## config.mk

```make
export PLATFORM = sky130hd
export DESIGN_NAME = decode_stage
export DESIGN_NICKNAME = d
export VERILOG_FILES = /design/src/rtl/instr_pkg.sv /design/src/rtl/inst_decode.sv /design/src/rtl/decode_stage.sv
export SDC_FILE = /design/constraint.sdc
export NUM_CORES = 1
export LEC_CHECK = 0
export BUFFER_PORTS_ARGS = -buffer_cell sky130_fd_sc_hd__buf_2
export CORE_MARGIN = 2
export CORE_UTILIZATION = 53
export CTS_CLUSTER_DIAMETER = 100
export CTS_CLUSTER_SIZE = 25
export DETAILED_ROUTE_END_ITERATION = 10
export PLACE_DENSITY = 0.76
export SLEW_MARGIN = 20
export SYNTH_ARGS = -nofsm -noshare
export SYNTH_HDL_FRONTEND = slang
export SYNTH_SLANG_ARGS = --single-unit
```

## constraint.sdc

```tcl
create_clock -name clk -period 4.21 [get_ports clk]
set_input_delay 0.2105 -clock clk [delete_from_list [all_inputs] [get_ports clk]]
set_output_delay 0.2105 -clock clk [all_outputs]
set_load 0.02 [all_outputs]
```

## src/rtl/instr_pkg.sv

```systemverilog
// instr_pkg: shared RV32I decode types (one-hot format and operation), opcodes, stage states.
// Build option DECODE_RV32M_EN adds the RV32M operation fields to InstructionSet.
package instr_pkg;

    typedef struct packed {
        logic R, I, S, B, U, J;
    } EncodingType;

    typedef struct packed {
        logic LUI, AUIPC, JAL, JALR;
        logic BEQ, BNE, BLT, BGE, BLTU, BGEU;
        logic LB, LH, LW, LBU, LHU;
        logic SB, SH, SW;
        logic ADDI, SLTI, SLTIU, XORI, ORI, ANDI, SLLI, SRLI, SRAI;
        logic ADD, SUB, SLL, SLT, SLTU, XOR, SRL, SRA, OR, AND;
        logic FENCE, FENCE_TSO, PAUSE, ECALL, EBREAK;
`ifdef DECODE_RV32M_EN
        logic MUL, MULH, MULHSU, MULHU, DIV, DIVU, REM, REMU;
`endif
    } InstructionSet;

    localparam logic [6:0] OPC_LUI      = 7'b0110111;
    localparam logic [6:0] OPC_AUIPC    = 7'b0010111;
    localparam logic [6:0] OPC_JAL      = 7'b1101111;
    localparam logic [6:0] OPC_JALR     = 7'b1100111;
    localparam logic [6:0] OPC_BRANCH   = 7'b1100011;
    localparam logic [6:0] OPC_LOAD     = 7'b0000011;
    localparam logic [6:0] OPC_STORE    = 7'b0100011;
    localparam logic [6:0] OPC_OP_IMM   = 7'b0010011;
    localparam logic [6:0] OPC_OP       = 7'b0110011;
    localparam logic [6:0] OPC_MISC_MEM = 7'b0001111;
    localparam logic [6:0] OPC_SYSTEM   = 7'b1110011;

    localparam logic [6:0] F7_BASE   = 7'b0000000;
    localparam logic [6:0] F7_ALT    = 7'b0100000;
    localparam logic [6:0] F7_MULDIV = 7'b0000001;

    localparam logic [31:0] INST_FENCE_TSO = 32'h8330_000F;
    localparam logic [31:0] INST_PAUSE     = 32'h0100_000F;
    localparam logic [31:0] INST_ECALL     = 32'h0000_0073;
    localparam logic [31:0] INST_EBREAK    = 32'h0010_0073;

    typedef enum logic {
        RUN  = 1'b0,
        TRAP = 1'b1
    } stage_state_e;

endpackage

```

## src/rtl/inst_decode.sv

```systemverilog
// inst_decode: purely combinational RV32I decoder; any word that matches no operation is illegal.
// RV32M multiply/divide encodings decode only when DECODE_RV32M_EN is defined.
module inst_decode
    import instr_pkg::*;
(
    input  logic [31:0]   inst,
    output EncodingType   en,
    output InstructionSet op,
    output logic          illegal
);

    logic [2:0] funct3;
    logic [6:0] funct7;

    assign funct3 = inst[14:12];
    assign funct7 = inst[31:25];

    always_comb begin
        // NOTE: every output gets a default before the case so no path can infer a latch.
        en = '0;
        op = '0;
        // Opcode constants all end in 2'b11, so compressed-space words fall to default.
        case (inst[6:0])
            OPC_LUI:   begin en.U = 1'b1; op.LUI   = 1'b1; end
            OPC_AUIPC: begin en.U = 1'b1; op.AUIPC = 1'b1; end
            OPC_JAL:   begin en.J = 1'b1; op.JAL   = 1'b1; end
            OPC_JALR:  begin en.I = (funct3 == 3'b000); op.JALR = (funct3 == 3'b000); end
            OPC_BRANCH: begin
                case (funct3)
                    3'b000:  op.BEQ  = 1'b1;
                    3'b001:  op.BNE  = 1'b1;
                    3'b100:  op.BLT  = 1'b1;
                    3'b101:  op.BGE  = 1'b1;
                    3'b110:  op.BLTU = 1'b1;
                    3'b111:  op.BGEU = 1'b1;
                    default: ;
                endcase
                en.B = (op != '0);
            end
            OPC_LOAD: begin
                case (funct3)
                    3'b000:  op.LB  = 1'b1;
                    3'b001:  op.LH  = 1'b1;
                    3'b010:  op.LW  = 1'b1;
                    3'b100:  op.LBU = 1'b1;
                    3'b101:  op.LHU = 1'b1;
                    default: ;
                endcase
                en.I = (op != '0);
            end
            OPC_STORE: begin
                case (funct3)
                    3'b000:  op.SB = 1'b1;
                    3'b001:  op.SH = 1'b1;
                    3'b010:  op.SW = 1'b1;
                    default: ;
                endcase
                en.S = (op != '0);
            end
            OPC_OP_IMM: begin
                case (funct3)
                    3'b000:  op.ADDI  = 1'b1;
                    3'b010:  op.SLTI  = 1'b1;
                    3'b011:  op.SLTIU = 1'b1;
                    3'b100:  op.XORI  = 1'b1;
                    3'b110:  op.ORI   = 1'b1;
                    3'b111:  op.ANDI  = 1'b1;
                    3'b001:  op.SLLI  = (funct7 == F7_BASE);
                    3'b101: begin
                        op.SRLI = (funct7 == F7_BASE);
                        op.SRAI = (funct7 == F7_ALT);
                    end
                    default: ;
                endcase
                en.I = (op != '0);
            end
            OPC_OP: begin
                case (funct7)
                    F7_BASE: begin
                        case (funct3)
                            3'b000:  op.ADD  = 1'b1;
                            3'b001:  op.SLL  = 1'b1;
                            3'b010:  op.SLT  = 1'b1;
                            3'b011:  op.SLTU = 1'b1;
                            3'b100:  op.XOR  = 1'b1;
                            3'b101:  op.SRL  = 1'b1;
                            3'b110:  op.OR   = 1'b1;
                            default: op.AND  = 1'b1;
                        endcase
                    end
                    F7_ALT: begin
                        op.SUB = (funct3 == 3'b000);
                        op.SRA = (funct3 == 3'b101);
                    end
`ifdef DECODE_RV32M_EN
                    F7_MULDIV: begin
                        case (funct3)
                            3'b000:  op.MUL    = 1'b1;
                            3'b001:  op.MULH   = 1'b1;
                            3'b010:  op.MULHSU = 1'b1;
                            3'b011:  op.MULHU  = 1'b1;
                            3'b100:  op.DIV    = 1'b1;
                            3'b101:  op.DIVU   = 1'b1;
                            3'b110:  op.REM    = 1'b1;
                            default: op.REMU   = 1'b1;
                        endcase
                    end
`endif
                    default: ;
                endcase
                en.R = (op != '0);
            end
            OPC_MISC_MEM: begin
                if (funct3 == 3'b000) begin
                    en.I = 1'b1;
                    if (inst == INST_FENCE_TSO)  op.FENCE_TSO = 1'b1;
                    else if (inst == INST_PAUSE) op.PAUSE     = 1'b1;
                    else                         op.FENCE     = 1'b1;
                end
            end
            OPC_SYSTEM: begin
                op.ECALL  = (inst == INST_ECALL);
                op.EBREAK = (inst == INST_EBREAK);
                en.I      = (op != '0);
            end
            default: ;
        endcase
    end

    assign illegal = (op == '0);

endmodule

```

## src/rtl/decode_stage.sv

```systemverilog
// decode_stage: decodes accepted fetch words into a DEPTH-entry FIFO; RUN/TRAP FSM stalls after an illegal push.
// Build option DECODE_RV32M_EN (passed to inst_decode) enables RV32M decoding.
module decode_stage
    import instr_pkg::*;
#(
    parameter int DEPTH = 4,
    parameter int PC_W  = 32
) (
    input  logic                     clk,
    input  logic                     rst_n,
    input  logic                     in_valid,
    output logic                     in_ready,
    input  logic [31:0]              in_inst,
    input  logic [PC_W-1:0]          in_pc,
    input  logic                     flush,
    output logic                     out_valid,
    input  logic                     out_ready,
    output EncodingType              out_en,
    output InstructionSet            out_op,
    output logic                     out_illegal,
    output logic [31:0]              out_inst,
    output logic [PC_W-1:0]          out_pc,
    output logic [$clog2(DEPTH):0]   level
);

    localparam int PTR_W = $clog2(DEPTH);
    localparam int LVL_W = PTR_W + 1;

    typedef struct packed {
        EncodingType     en;
        InstructionSet   op;
        logic            illegal;
        logic [31:0]     inst;
        logic [PC_W-1:0] pc;
    } entry_t;

    EncodingType   dec_en;
    InstructionSet dec_op;
    logic          dec_illegal;

    inst_decode u_dec (
        .inst    (in_inst),
        .en      (dec_en),
        .op      (dec_op),
        .illegal (dec_illegal)
    );

    entry_t              mem_q [DEPTH];
    entry_t              head;
    logic [PTR_W-1:0]    wr_ptr_q, wr_ptr_d, rd_ptr_q, rd_ptr_d;
    logic [LVL_W-1:0]    level_q, level_d;
    stage_state_e        state_q, state_d;
    logic                push, pop;

    // Gating with rst_n keeps the stage from advertising space while reset is held.
    assign in_ready  = rst_n && (level_q != LVL_W'(DEPTH)) && (state_q == RUN) && !flush;
    assign out_valid = (level_q != '0);
    assign push      = in_valid && in_ready;
    assign pop       = out_valid && out_ready;

    always_comb begin
        wr_ptr_d = wr_ptr_q;
        rd_ptr_d = rd_ptr_q;
        level_d  = level_q;
        state_d  = state_q;
        if (flush) begin
            wr_ptr_d = '0;
            rd_ptr_d = '0;
            level_d  = '0;
            state_d  = RUN;
        end else begin
            if (push) wr_ptr_d = wr_ptr_q + PTR_W'(1);
            if (pop)  rd_ptr_d = rd_ptr_q + PTR_W'(1);
            case ({push, pop})
                2'b10:   level_d = level_q + LVL_W'(1);
                2'b01:   level_d = level_q - LVL_W'(1);
                default: ;
            endcase
            if (push && dec_illegal) state_d = TRAP;
        end
    end

    always_ff @(posedge clk or negedge rst_n) begin
        if (!rst_n) begin
            wr_ptr_q <= '0;
            rd_ptr_q <= '0;
            level_q  <= '0;
            state_q  <= RUN;
        end else begin
            wr_ptr_q <= wr_ptr_d;
            rd_ptr_q <= rd_ptr_d;
            level_q  <= level_d;
            state_q  <= state_d;
        end
    end

    // NOTE: payload storage has no reset; level_q alone decides which slots hold valid data.
    always_ff @(posedge clk) begin
        if (push) begin
            mem_q[wr_ptr_q] <= '{en: dec_en, op: dec_op, illegal: dec_illegal,
                                 inst: in_inst, pc: in_pc};
        end
    end

    assign head        = mem_q[rd_ptr_q];
    assign out_en      = out_valid ? head.en      : '0;
    assign out_op      = out_valid ? head.op      : '0;
    assign out_illegal = out_valid ? head.illegal : 1'b0;
    assign out_inst    = out_valid ? head.inst    : '0;
    assign out_pc      = out_valid ? head.pc      : '0;
    assign level       = level_q;

endmodule

```

== Yosys cells after proc, flatten, opt, wreduce, memory -nomap -nowiden ==
Memory sizes are Yosys's and may differ from the RTL's.
Cells that the tools add are included.
Word-level totals
  logic and storage cells: 139
  register bits: 8
  memories kept: 1
  input bits: 69
  RAM bits: 452
Memory list
  mem_q: depth 4, width 113, rd ports 1, clocked after memory_dff 0, wr ports 1, RTL line decode_stage.sv:48  | entry_t mem_q [DEPTH];
Operators by class
  add/sub/neg operators: 4
  bitwise operators: 1
  equality and inequality tests: 26
  reduce and logical (&&, ||, !) cells: 23
  multiplexer cells: 80
Operators with widths (number)
  32-bit two-way mux: 2
  1-bit two-way mux: 55
  42-bit zero test: 1
  42-bit two-way mux: 1
  32-bit by 21-bit == test with 1-bit output, second input constant: 1
  32-bit by 25-bit == test with 1-bit output, second input constant: 1
  32-bit == test, second input constant: 1
  32-bit by 7-bit == test with 1-bit output, second input constant: 1
  7-bit by 6-bit == test with 1-bit output, second input constant: 4
  7-bit == test, second input constant: 4
  2-bit two-way mux: 9
  5-bit two-way mux: 3
  7-bit by 5-bit == test with 1-bit output, second input constant: 2
  3-bit == test, second input constant: 4
  3-bit two-way mux: 4
  6-bit two-way mux: 2
  10-bit two-way mux: 1
  10-bit nonzero test: 1
  9-bit two-way mux: 1
  3-bit nonzero test: 3
  9-bit nonzero test: 1
  2-bit nonzero test: 4
  7-bit by 2-bit == test with 1-bit output, second input constant: 1
  7-bit by 4-bit == test with 1-bit output, second input constant: 1
  19 further kinds: 26

== Depth between registers and ports, before layout ==
Gate-level depths: netlist (run 1).
  depth in word-level cells: 10
  depth in mapped cells: 8
  depth with buffers taken out: 7

== Cells and area by module ==
A second synthesis (run 1) with hierarchy kept.
Unflattened totals
  cells, all modules: 903
  area total of the unflattened synthesis: 18302.6 um^2
By module, submodules not included
  decode_stage: times used 1, area an instance 17606.9 um^2, sequential area each 13773.2 um^2, cells each 771
  inst_decode: times used 1, area an instance 695.7 um^2, sequential area each 0.0 um^2, cells each 132

== Worst setup path after synthesis (run 1) ==
OpenSTA, ideal clock, no wires.
  kind: input port to flip-flop
  start: input flush
  end: memory mem_q[0][0] (netlist name), enable pin
  cell stages on the path: 4
  setup slack: 130 ps
  data arrival time: 3596 ps
  data required time: 3726 ps
  cells stage by stage: clkbuf_1 nor3b_1 and3_1 and2_1
Between the ends
  word-level cells in the longest chain between the ends: 5
Ends and longest elaborated chain
  from (decl): RTL line decode_stage.sv:15  | input logic flush,
  1-bit zero test: RTL line decode_stage.sv:56  | assign in_ready = rst_n && (level_q != LVL_W'(DEPTH)) && (state_q == RUN) && !flush;
  1-bit logical AND: RTL line decode_stage.sv:56
  1-bit logical AND: RTL line decode_stage.sv:58  | assign push = in_valid && in_ready;
  1-bit two-way mux: RTL line decode_stage.sv:99  | if (push) begin
  1-bit two-way mux (not written as such): RTL line decode_stage.sv:100  | mem_q[wr_ptr_q] <= '{en: dec_en, op: dec_op, illegal: dec_illegal,
  to (decl): RTL line decode_stage.sv:48
Every way passes these cells.

==> impl_metrics.py, run 1 <==
metrics = {
    "outcome": {
        "status": "completed",
    },
    "global_route": {
        "grt_max_degree": 76,
        "first_global_vias": 9462,
        "grt_pass1_wl_mm": 55.81,
        "antenna_found_initial": 1,
        "grt_overflow": 0,
        "track_usage": 0.2068,
    },
    "worst_setup_path": {
        "worstRegToRegCells": 4,
        "crit_buf_inv": 2,
        "crit_type": "register to output pin",
        "critPathMaxStageDelay_ps": 880,
        "cp-startpoint": "rd_ptr_q[1]",
        "required_ps": 4000,
        "crit_family": "flip-flops",
        "start_kind": "register",
        "arrival_ps": 2660,
        "r2r-start": "state_q",
        "crit_path_cell_trace": "buf_12 > mux4_2 > and2_1 > buf_2",
        "critical_path.max_fanout": 58,
        "crit_path_end_kind": "output pin",
        "crit_path_top_delay_cell": "dfrtp_4",
        "crit_path_end": "out_op[38]",
        "r2r_end": "mem_q[3][78]",
        "rrSetupSlack_ps": 1700,
        "path_depth": 4,
    },
    "clocking": {
        "h-tree-depth": 1,
        "cts_resized": 0,
        "cts.path.max_buffers": 3,
        "cts_tree": "done",
        "worstSkewPairLatency_ps": 550,
        "cts_buffers": 22,
        "root_buffer": "clkbuf_16",
        "path_clk_slew_ps": 100,
        "clkSinkCount": 456,
        "post-cts-setup-buffers": 0,
    },
    "worst_hold_path": {
        "hold_start": "in_inst[3]",
        "hp-class": "input port to register",
    },
    "sta": {
        "fin_crit_sh": 0.6821,
        "hold_violations": 0,
        "max-slew-margin-rel": 0.4475,
        "maxSlewViolCount": 0,
        "skew_ps": 24.46,
        "setup_viol": 0,
        "rsz0062_at_grt": "no",
        "fin_setup_tns_ps": 0,
        "worst_slew_pin_slew_ps": 821.1,
        "final.min_clock_period_ps": 2872,
        "fmax_mhz": 348.2,
    },
    "synthesis": {
        "postSynthAreaPerCell_um2": 20.17,
        "ys.flop_type": "edfxtp_1",
        "synth_area_mm2": 0.01806,
        "synth_edf_count": 448,
        "synthesis.nets": 969,
        "yosys_warnings": 0,
        "ys_ff_latch": 456,
        "synth_top_area_cell": "edfxtp_1",
        "synth_seq_area_share": 0.7561,
        "async_flop_share": 0.01754,
        "synth_cells": 895,
        "synth_area_leaders": "edfxtp_1 (75%), mux4_2 (14%), and2_1 (4.1%)",
        "synth_top_area_share": 0.7451,
        "ys_types": 51,
    },
    "detailed_routing": {
        "met2_length_mm": 18.15,
        "top_layer_used": "met5",
        "met3WireLength_mm": 2.209,
        "vias": 9164,
        "drtAntennaViolNets": 0,
        "drtPass1Iterations": 5,
        "wire_per_inst_um": 22.93,
        "m1WireLength_mm": 15.37,
        "wirelength_mm": 36.40,
        "routed_via_density": 5.774,
        "remaining_drc_errors": 0,
        "drtIter0Drc": 676,
    },
    "final_layout": {
        "fin_nets": 1205,
        "fill_cells": 2343,
        "final_common_cell": "edfxtp_1",
        "diodes": 0,
        "area_growth_pct": 15.25,
        "layout_common_cells": "edfxtp_1 (448), buf_2 (186), and2_1 (115), mux4_2 (112), dlygate4sd3_1 (60)",
        "drive_gt1_frac": 0.3134,
    },
    "place": {
        "port_buffers": 186,
        "gp_congestion": 0.7676,
        "hpwl_mm": 22.23,
    },
    "floorplanning": {
        "die_w_um": 188.6,
        "io_pins": 187,
        "die_h_um": 188.6,
        "fp-row-count": 67,
        "die-area_mm2": 0.03556,
        "start_util": 0.5385,
        "fp.coreArea_mm2": 0.03353,
    },
    "power": {
        "power_leakage_nw": 6.997,
        "ir_drop_mv": 0.4798,
        "finalPower_mw": 11.32,
        "p_per_area_mw_per_mm2": 544.0,
    },
    "job": {
        "maxCapViolations": 0,
    },
}
layout make-up:
class / count / area, um2 / area share
clock buffer: 31 / 605.6 / 0.02910
clock inverter: 1 / 20.02 / 0.0009620
inverter: 6 / 22.52 / 0.001082
multi-input combinational: 383 / 4189 / 0.2013
sequential: 456 / 13660 / 0.6564
tap: 448 / 560.5 / 0.02694
timing repair buffer: 262 / 1752 / 0.08417
registers in the layout, summed over array words and instances, names as in the netlist:
name and cells:
wr_ptr_q 2, mem_q 448, state_q 1, level 3
rd_ptr_q 2
kinds of logic after synthesis:
| logic type | share of synthesized area |
|---|---|
| xor gates and xnor gates | 0.001941 |
| AOI/OAI and AO/OA | 0.008039 |
| buffers and inverters | 0.01268 |
| DFF | 0.7561 |
| adders and majority gates | 0.003881 |
| and+or+nand+nor | 0.07650 |
| muxes | 0.1408 |
metrics by stage:
step | utilization | setup WS [ps] | std cells | instance area, um2 | hold WS (ps)
6_report | 0.6206 | 1338 | 1587 | 20810 | 34.24
5_1_grt | 0.6206 | 1179 | 1587 | 20810 | 25.24
4_1_cts | 0.6206 | 1276 | 1587 | 20810 | 17.43
3_5_place_dp | 0.5840 | 1502 | 1495 | 19580 | 69.34
3_3_place_gp | 0.5840 | 1682 | 1495 | 19580 | 63.67
2_1_floorplan | - | 129.6 | 895 | 18060 | -85.09
where the power goes:
group,internal [mW],switching (mW)
combinational,1.54,2.26
sequential,5.09,0.111
clock,1.02,1.31
total,7.64,3.68
synth_stat cells (3+ instances only):
cell and count:
dfrtp_1 8, nand4_1 3, inv_1 6, nor2b_1 5, edfxtp_1 448, or4_1 4
nor2_1 47, or3_1 5, and2_1 119, mux4_2 112, o31ai_1 3, nand2_1 16
ha_1 4, buf_1 4, nor4_1 6, nor3_1 6, o21a_1 3, or3b_2 4
clkbuf_1 38, nand3_1 8, or2_2 3, buf_2 6
per-layer routing:
| layer | vias to the layer above | GRT usage |
|---|---|---|
| li1 | 4034 | - |
| met4 | 2 | 0.04207 |
| met2 | 320 | 0.3445 |
| met1 | 4765 | 0.2982 |
| met5 | - | 0 |
| met3 | 43 | 0.02887 |
worst min path at each step:
| stage | endpoint | slack, ps | cells past startpoint |
|---|---|---|---|
| finish | mem_q[1][35] | 30 | 1 |
| global placement | level[2] | 60 | 1 |
| floorplan | level[0] | -90 | 0 |
| detailed placement | level[2] | 70 | 1 |
| global route | mem_q[2][35] | 30 | 1 |
| CTS | mem_q[2][35] | 20 | 1 |
worst reg2reg max path, cell delays in order (launching register included):
cell and delay, ps:
dfrtp_1 400, nor3b_1 360, and3_1 350, and2_4 630, buf_12 410
what timing repair did:
| item | 4_1_cts | 5_1_grt |
|---|---|---|
| endpoints found under the hold margin | 242 | 0 |
| setup endpoints to repair | 0 | 0 |
| hold buffers | 60 | 0 |
Note: power is estimated with default switching activity, not from simulation.
==> run 2, diff against run 1 <==
ABC_AREA = 1   (was default)
clock period = 2.6 ns   (was 4.21 ns; I/O delays follow)
==> run 2 against run 1 <==
Register-to-register slack got worse by 1200 ps. Sequential share of layout area fell by 2.2 points. Clock skew fell by 1.5 ps. Synthesized area rose by 3.3%. Worst hold slack got worse by 0.51 ps. Flip-flop and latch count did not move. Critical path depth rose by 1. Synthesized cell count rose by 78%. Die area rose by 3.2%. Worst setup slack got worse by 1200 ps. Via count rose by 37%. Highest routed layer unchanged.
==> impl_metrics.py, run 2 <==
metrics = {
    "job": {
        "maxCapViolations": 0,
    },
    "power": {
        "finalPower_mw": 18.15,
        "comb_power_share": 0.338,
        "power_frac_clock": 0.205,
        "p_per_area_mw_per_mm2": 842.4,
        "power_leakage_nw": 7.782,
        "netSwitchingPower_mw": 6.599,
        "p_sw_frac": 0.3636,
        "ir_drop_mv": 0.9838,
        "p_seq_frac": 0.457,
        "p_int_mw": 11.55,
    },
    "worst_setup_path": {
        "critical_path.max_fanout": 52,
        "crit_type": "register to output pin",
        "required_ps": 2470,
        "crit_path_end": "out_en[3]",
        "path_depth": 5,
        "worstRegToRegCells": 12,
        "crit_path_end_kind": "output pin",
        "critPathMaxStageDelay_ps": 540,
        "arrival_ps": 2330,
        "rrSetupSlack_ps": 530,
        "crit_path_cell_trace": "inv_6 > buf_12 > o21ai_0 > a21oi_1 > buf_2",
        "crit_path_top_delay_cell": "dfrtp_4",
        "crit_family": "buffers and inverters",
        "crit_buf_inv": 3,
        "r2r-start": "level[0]",
        "r2r_end": "level[2]",
        "start_kind": "register",
        "cp-startpoint": "rd_ptr_q[0]",
    },
    "clocking": {
        "path_clk_slew_ps": 100,
        "cts.path.max_buffers": 3,
        "h-tree-depth": 1,
        "cts_tree": "done",
        "clkSinkCount": 456,
        "cts_buffers": 22,
        "root_buffer": "clkbuf_16",
        "worstSkewPairLatency_ps": 540,
    },
    "synthesis": {
        "postSynthAreaPerCell_um2": 11.69,
        "synth_edf_count": 448,
        "ys_types": 31,
        "synth_top_area_cell": "edfxtp_1",
        "yosysMostFrequentCell": "nor2_1",
        "synth_area_leaders": "edfxtp_1 (72%), nor2_1 (10%), o21ai_0 (5.9%)",
        "ys.flop_type": "edfxtp_1",
        "synth_xor_area_frac": 0.0009395,
        "synthesis.nets": 1669,
        "synth_top_family_by_area": "simple AND/OR/NAND/NOR gates",
        "yosys_warnings": 0,
        "synthTopCellsByCount": "nor2_1 (501), edfxtp_1 (448), o21ai_0 (221)",
        "ys_ff_latch": 456,
        "yosys.area_share.simple": 0.1357,
        "synth_compound_area_frac": 0.09334,
        "synth_top_area_share": 0.7215,
        "synth_adder_area_share": 0.003758,
        "synth_cells": 1595,
        "synth_area_mm2": 0.01865,
        "async_flop_share": 0.01754,
        "synth_seq_area_share": 0.7323,
        "synth_mux_area_frac": 0,
    },
    "sta": {
        "rsz0062_at_grt": "no",
        "fmax_mhz": 405.8,
        "skew_ps": 22.95,
        "max-slew-margin-rel": 0.5203,
        "fin_crit_sh": 0.9477,
        "worst_slew_pin_slew_ps": 717.8,
        "final.min_clock_period_ps": 2464,
        "maxSlewViolCount": 0,
        "hold_violations": 0,
        "fin_setup_tns_ps": 0,
        "setup_viol": 0,
    },
    "outcome": {
        "status": "completed",
    },
    "detailed_routing": {
        "remaining_drc_errors": 0,
        "vias": 12514,
        "routed_via_density": 5.523,
        "drtIter0Drc": 1021,
        "drtAntennaViolNets": 0,
        "wire_per_inst_um": 18.99,
        "wirelength_mm": 43.03,
        "drtPass1Iterations": 7,
    },
    "final_layout": {
        "final_common_cell": "nor2_1",
        "drive_gt1_frac": 0.1557,
        "regMostFlops": "mem_q",
        "multiInputGateArea_mm2": 0.004399,
        "fin_nets": 1884,
        "seq_area_mm2": 0.01366,
        "fill_cells": 2645,
        "area_growth_pct": 15.56,
        "diodes": 0,
        "layout_common_cells": "nor2_1 (497), edfxtp_1 (448), o21ai_0 (221), buf_2 (186), a21oi_1 (117)",
        "largest_reg_flops": 448,
    },
    "floorplanning": {
        "fp.coreArea_mm2": 0.03463,
        "die-area_mm2": 0.03670,
        "start_util": 0.5384,
        "die_h_um": 191.6,
        "die_w_um": 191.6,
        "io_pins": 187,
        "fp-row-count": 68,
    },
    "global_route": {
        "grt_overflow": 0,
        "track_usage": 0.2306,
        "grt_max_degree": 114,
        "first_global_vias": 12239,
        "antenna_found_initial": 1,
        "grt_pass1_wl_mm": 65.56,
    },
    "place": {
        "port_buffers": 186,
        "gp_congestion": 0.8679,
        "hpwl_mm": 24.81,
    },
    "worst_hold_path": {
        "hp-class": "input port to register",
    },
}
run 2: changes by cell type in the layout (fill, tap and decap cells not counted), moves of 9 or more:
cell     before  now
inv_1         6   60
nor2_1       47  497
and2_1      115    1
o21ai_0       2  221
nand3_1       8   23
nor2_2        0   10
buf_12        8   17
nand2_1      16   62
mux4_2      112    0
a21oi_1       1  117
run 2: per-layer routing:
layer | track usage | share of wire
met1 | 0.3065 | 0.41
met3 | 0.02901 | 0.067
met2 | 0.3967 | 0.49
met5 | 0 | 0.00030
met4 | 0.07367 | 0.026
run 2: worst min path at each step:
stage / startpoint / slack, ps / cells after the start / end
floorplan: rst_n / -170 / 0 / level[0]
global placement: rst_n / -10 / 1 / state_q
detailed placement: rst_n / -9 / 1 / state_q
CTS: in_inst[14] / 10 / 1 / mem_q[1][46]
global route: in_inst[14] / 6 / 1 / mem_q[3][46]
finish: in_inst[14] / 30 / 1 / mem_q[1][46]
run 2: timing repair:
item / 4_1_cts / 5_1_grt
endpoints found under the setup margin: 0 / 10
buffers inserted: 0 / 0
hold buffers: 68 / 0
hold endpoints to repair: 268 / 0
gates resized for setup: 0 / 4
run 2: area by class of cell:
type,instances,share of cell area
Clock buffer,23,0.02671
Clock inverter,2,0.001161
Inverter,70,0.01254
Multi-Input combinational cell,981,0.2042
Sequential cell,456,0.6342
Tap cell,455,0.02642
Timing Repair Buffer,279,0.09483
run 2: cell families after synthesis:
group	count (synthesis)
and+or+nand+nor	627
DFF	456
AOI/OAI and AO/OA	347
buffers and inverters	158
adders and majority gates	5
xor gates and xnor gates	2
run 2: power groups by stage:
| stage | registers [mW] | clock network (mW) | logic, mW |
|---|---|---|---|
| 2_1_floorplan | 8.45 | 0 | 3.86 |
| 3_3_place_gp | 8.45 | 0 | 5.96 |
| 3_5_place_dp | 8.45 | 0 | 6.05 |
| 4_1_cts | 8.29 | 3.78 | 6.15 |
| 5_1_grt | 8.30 | 4.05 | 6.67 |
| 6_report | 8.29 | 3.72 | 6.14 |
run 2: stage by stage:
| stage | util | worst slack [ps] | instances | instance area (um2) | hold slack, ps |
|---|---|---|---|---|---|
| final | 0.6222 | 136.0 | 2266 | 21550 | 33.73 |
| after global routing | 0.6222 | 5.427 | 2266 | 21550 | 6.438 |
| after CTS | 0.6217 | 53.03 | 2266 | 21530 | 12.56 |
| after detailed placement | 0.5847 | 579.1 | 2173 | 20250 | -8.846 |
| after global placement | 0.5847 | 665.3 | 2173 | 20250 | -14.28 |
| after floorplan | - | -376.7 | 1595 | 18680 | -165.6 |
==> run 3, diff against run 2 <==
clock period = 2 ns   (was 2.6 ns; I/O delays follow)
==> run 3 against run 2 <==
The flow now finishes with violations (negative setup slack). Sequential share of layout area fell by 9.3 points. Clock-buffer cell count rose by 5. Combinational power rose by 130%. Worst setup slack got worse by 390 ps. Via count rose by 13%. Worst hold slack got worse by 22 ps. Flip-flop and latch count did not move. Routed wire length rose by 32%. Clock skew fell by 0.52 ps. Highest routed layer is now met4.
==> impl_metrics.py, run 3 (synthesized netlist as in run 2, its figures left out) <==
metrics = {
    "detailed_routing": {
        "drtIter0Drc": 1560,
        "drtPass1Iterations": 5,
        "drtAntennaViolNets": 0,
        "vias": 14185,
        "wirelength_mm": 56.85,
        "remaining_drc_errors": 0,
        "wire_per_inst_um": 23.64,
        "routed_via_density": 5.898,
    },
    "final_layout": {
        "drive_gt1_frac": 0.3210,
        "diodes": 0,
        "area_growth_pct": 35.47,
        "fin_nets": 2017,
        "largest_reg_flops": 448,
        "final_common_cell": "edfxtp_1",
        "regMostFlops": "mem_q",
        "layout_common_cells": "edfxtp_1 (448), nor2_1 (400), buf_4 (118), o21ai_1 (109), buf_2 (75)",
    },
    "floorplanning": {
        "die_h_um": 191.6,
        "fp-row-count": 68,
        "fp.coreArea_mm2": 0.03463,
        "start_util": 0.5384,
        "io_pins": 187,
        "die_w_um": 191.6,
        "die-area_mm2": 0.03670,
    },
    "place": {
        "hpwl_mm": 26.94,
        "port_buffers": 186,
        "gp_congestion": 0.8935,
        "pre_cts_slack_ps": 60.74,
    },
    "outcome": {
        "violations": "negative setup slack",
        "status": "complete, but fails checks",
    },
    "worst_hold_path": {
        "hp-class": "input port to async pin",
    },
    "sta": {
        "holdWs_ps": 11.52,
        "maxSlewViolCount": 0,
        "rsz0062_at_grt": "yes",
        "max-slew-margin-rel": 0.5988,
        "fmax_mhz": 443.9,
        "fin_crit_sh": 1.126,
        "worst_slew_pin_slew_ps": 596.4,
        "worst_slack_ps": -253.0,
        "skew_ps": 22.43,
        "hold_violations": 0,
        "fin_setup_tns_ps": -17800,
        "setup_viol": 114,
        "final.min_clock_period_ps": 2253,
    },
    "worst_setup_path": {
        "critPathMaxStageDelay_ps": 470,
        "crit_type": "register to output pin",
        "rrSetupSlack_ps": -70,
        "required_ps": 1900,
        "critical_path.max_fanout": 8,
        "crit_path_top_delay_cell": "dfrtp_4",
        "crit_path_end_kind": "output pin",
        "arrival_ps": 2150,
        "crit_path_cell_trace": "buf_12 > buf_16 > clkbuf_16 > nor2_4 > nor2_2 > o21ai_2 > a21oi_2 > buf_4",
        "crit_family": "buffers and inverters",
        "crit_buf_inv": 4,
        "start_kind": "register",
    },
    "global_route": {
        "grt_max_degree": 57,
        "busiest_layer": "met2",
        "use_met3": 0.03176,
        "met1_usage": 0.3592,
        "antenna_found_initial": 0,
        "track_usage": 0.2715,
        "grt_overflow": 0,
        "first_global_vias": 13121,
        "use_met2": 0.4667,
        "grt_pass1_wl_mm": 75.14,
    },
    "power": {
        "ir_drop_mv": 0.9908,
        "p_per_area_mw_per_mm2": 1183,
        "power_leakage_nw": 9.116,
    },
    "clocking": {
        "h-tree-depth": 1,
        "root_buffer": "clkbuf_16",
        "cts_buffers": 22,
        "cts_tree": "done",
        "path_clk_slew_ps": 100,
        "worstSkewPairLatency_ps": 570,
        "clkSinkCount": 456,
        "cts.path.max_buffers": 3,
    },
    "job": {
        "maxCapViolations": 0,
    },
}
## run 3: cell types whose count changed in the layout (fill, tap and decap cells not counted), sizes merged
cell | previous run | this run
bufinv | 0 | 1
dlygate4sd3 | 68 | 69
clkbuf | 23 | 47
inv | 70 | 75
buf | 211 | 319
## run 3: layer usage
metal | vias to the layer above | wire, um
met2 | 799 | 28460
met4 | 0 | 2195
met3 | 157 | 5209
met1 | 6991 | 20980
li1 | 6238 | -
met5 | - | 0
## run 3: cell type report
| type | count | area [um2] |
|---|---|---|
| Timing Repair inverter | 5 | 58.81 |
| Clock buffer | 28 | 573.1 |
| Fill cell | 2046 | 9369 |
| Multi-Input combinational cell | 981 | 5338 |
| Timing Repair Buffer | 407 | 4688 |
| Sequential cell | 456 | 13660 |
| Inverter | 70 | 305.3 |
| Clock inverter | 3 | 62.56 |
| Tap cell | 455 | 569.3 |
## run 3: report_power, final
group | switching [mW] | internal [mW] | total [mW]
combinational | 8.17 | 5.88 | 14.1
sequential | 0.123 | 10.7 | 10.8
clock | 2.87 | 2.19 | 5.06
## run 3: worst min-delay path: cells and delay by family
| family | cells | cell delay [ps] |
|---|---|---|
| buf+inv | 3 | 810 |
## run 3: stage by stage
stage                     std cells  utilization  power (mW)  area (um2)
after floorplan                1595            -       16.00       18680
after global placement         2216       0.6005       19.03       20790
after detailed placement       2216       0.6005       19.19       20790
after CTS                      2363       0.6779       26.75       23470
after global routing           2405       0.7294       30.84       25260
final                          2405       0.7294       29.89       25260
## run 3: worst paths after layout
path                                end  cells after the start   startpoint
max                        out_inst[24]                      8  rd_ptr_q[0]
min                         wr_ptr_q[1]                      3        rst_n
max reg2reg                 rd_ptr_q[0]                      8  rd_ptr_q[0]
min reg2reg                     state_q                      2      state_q
max in group asynchronous   rd_ptr_q[0]                      3        rst_n
min in group clk            mem_q[3][3]                      2     in_pc[3]
## run 3: repair_timing
action / CTS / global route
endpoints found under the hold margin: 271 / 0
pin swaps: 50 / 140
gates cloned: 23 / 22
buffers inserted: 24 / 22
hold buffers: 69 / 0
gates resized for setup: 220 / 449
endpoints found under the setup margin: 114 / 123
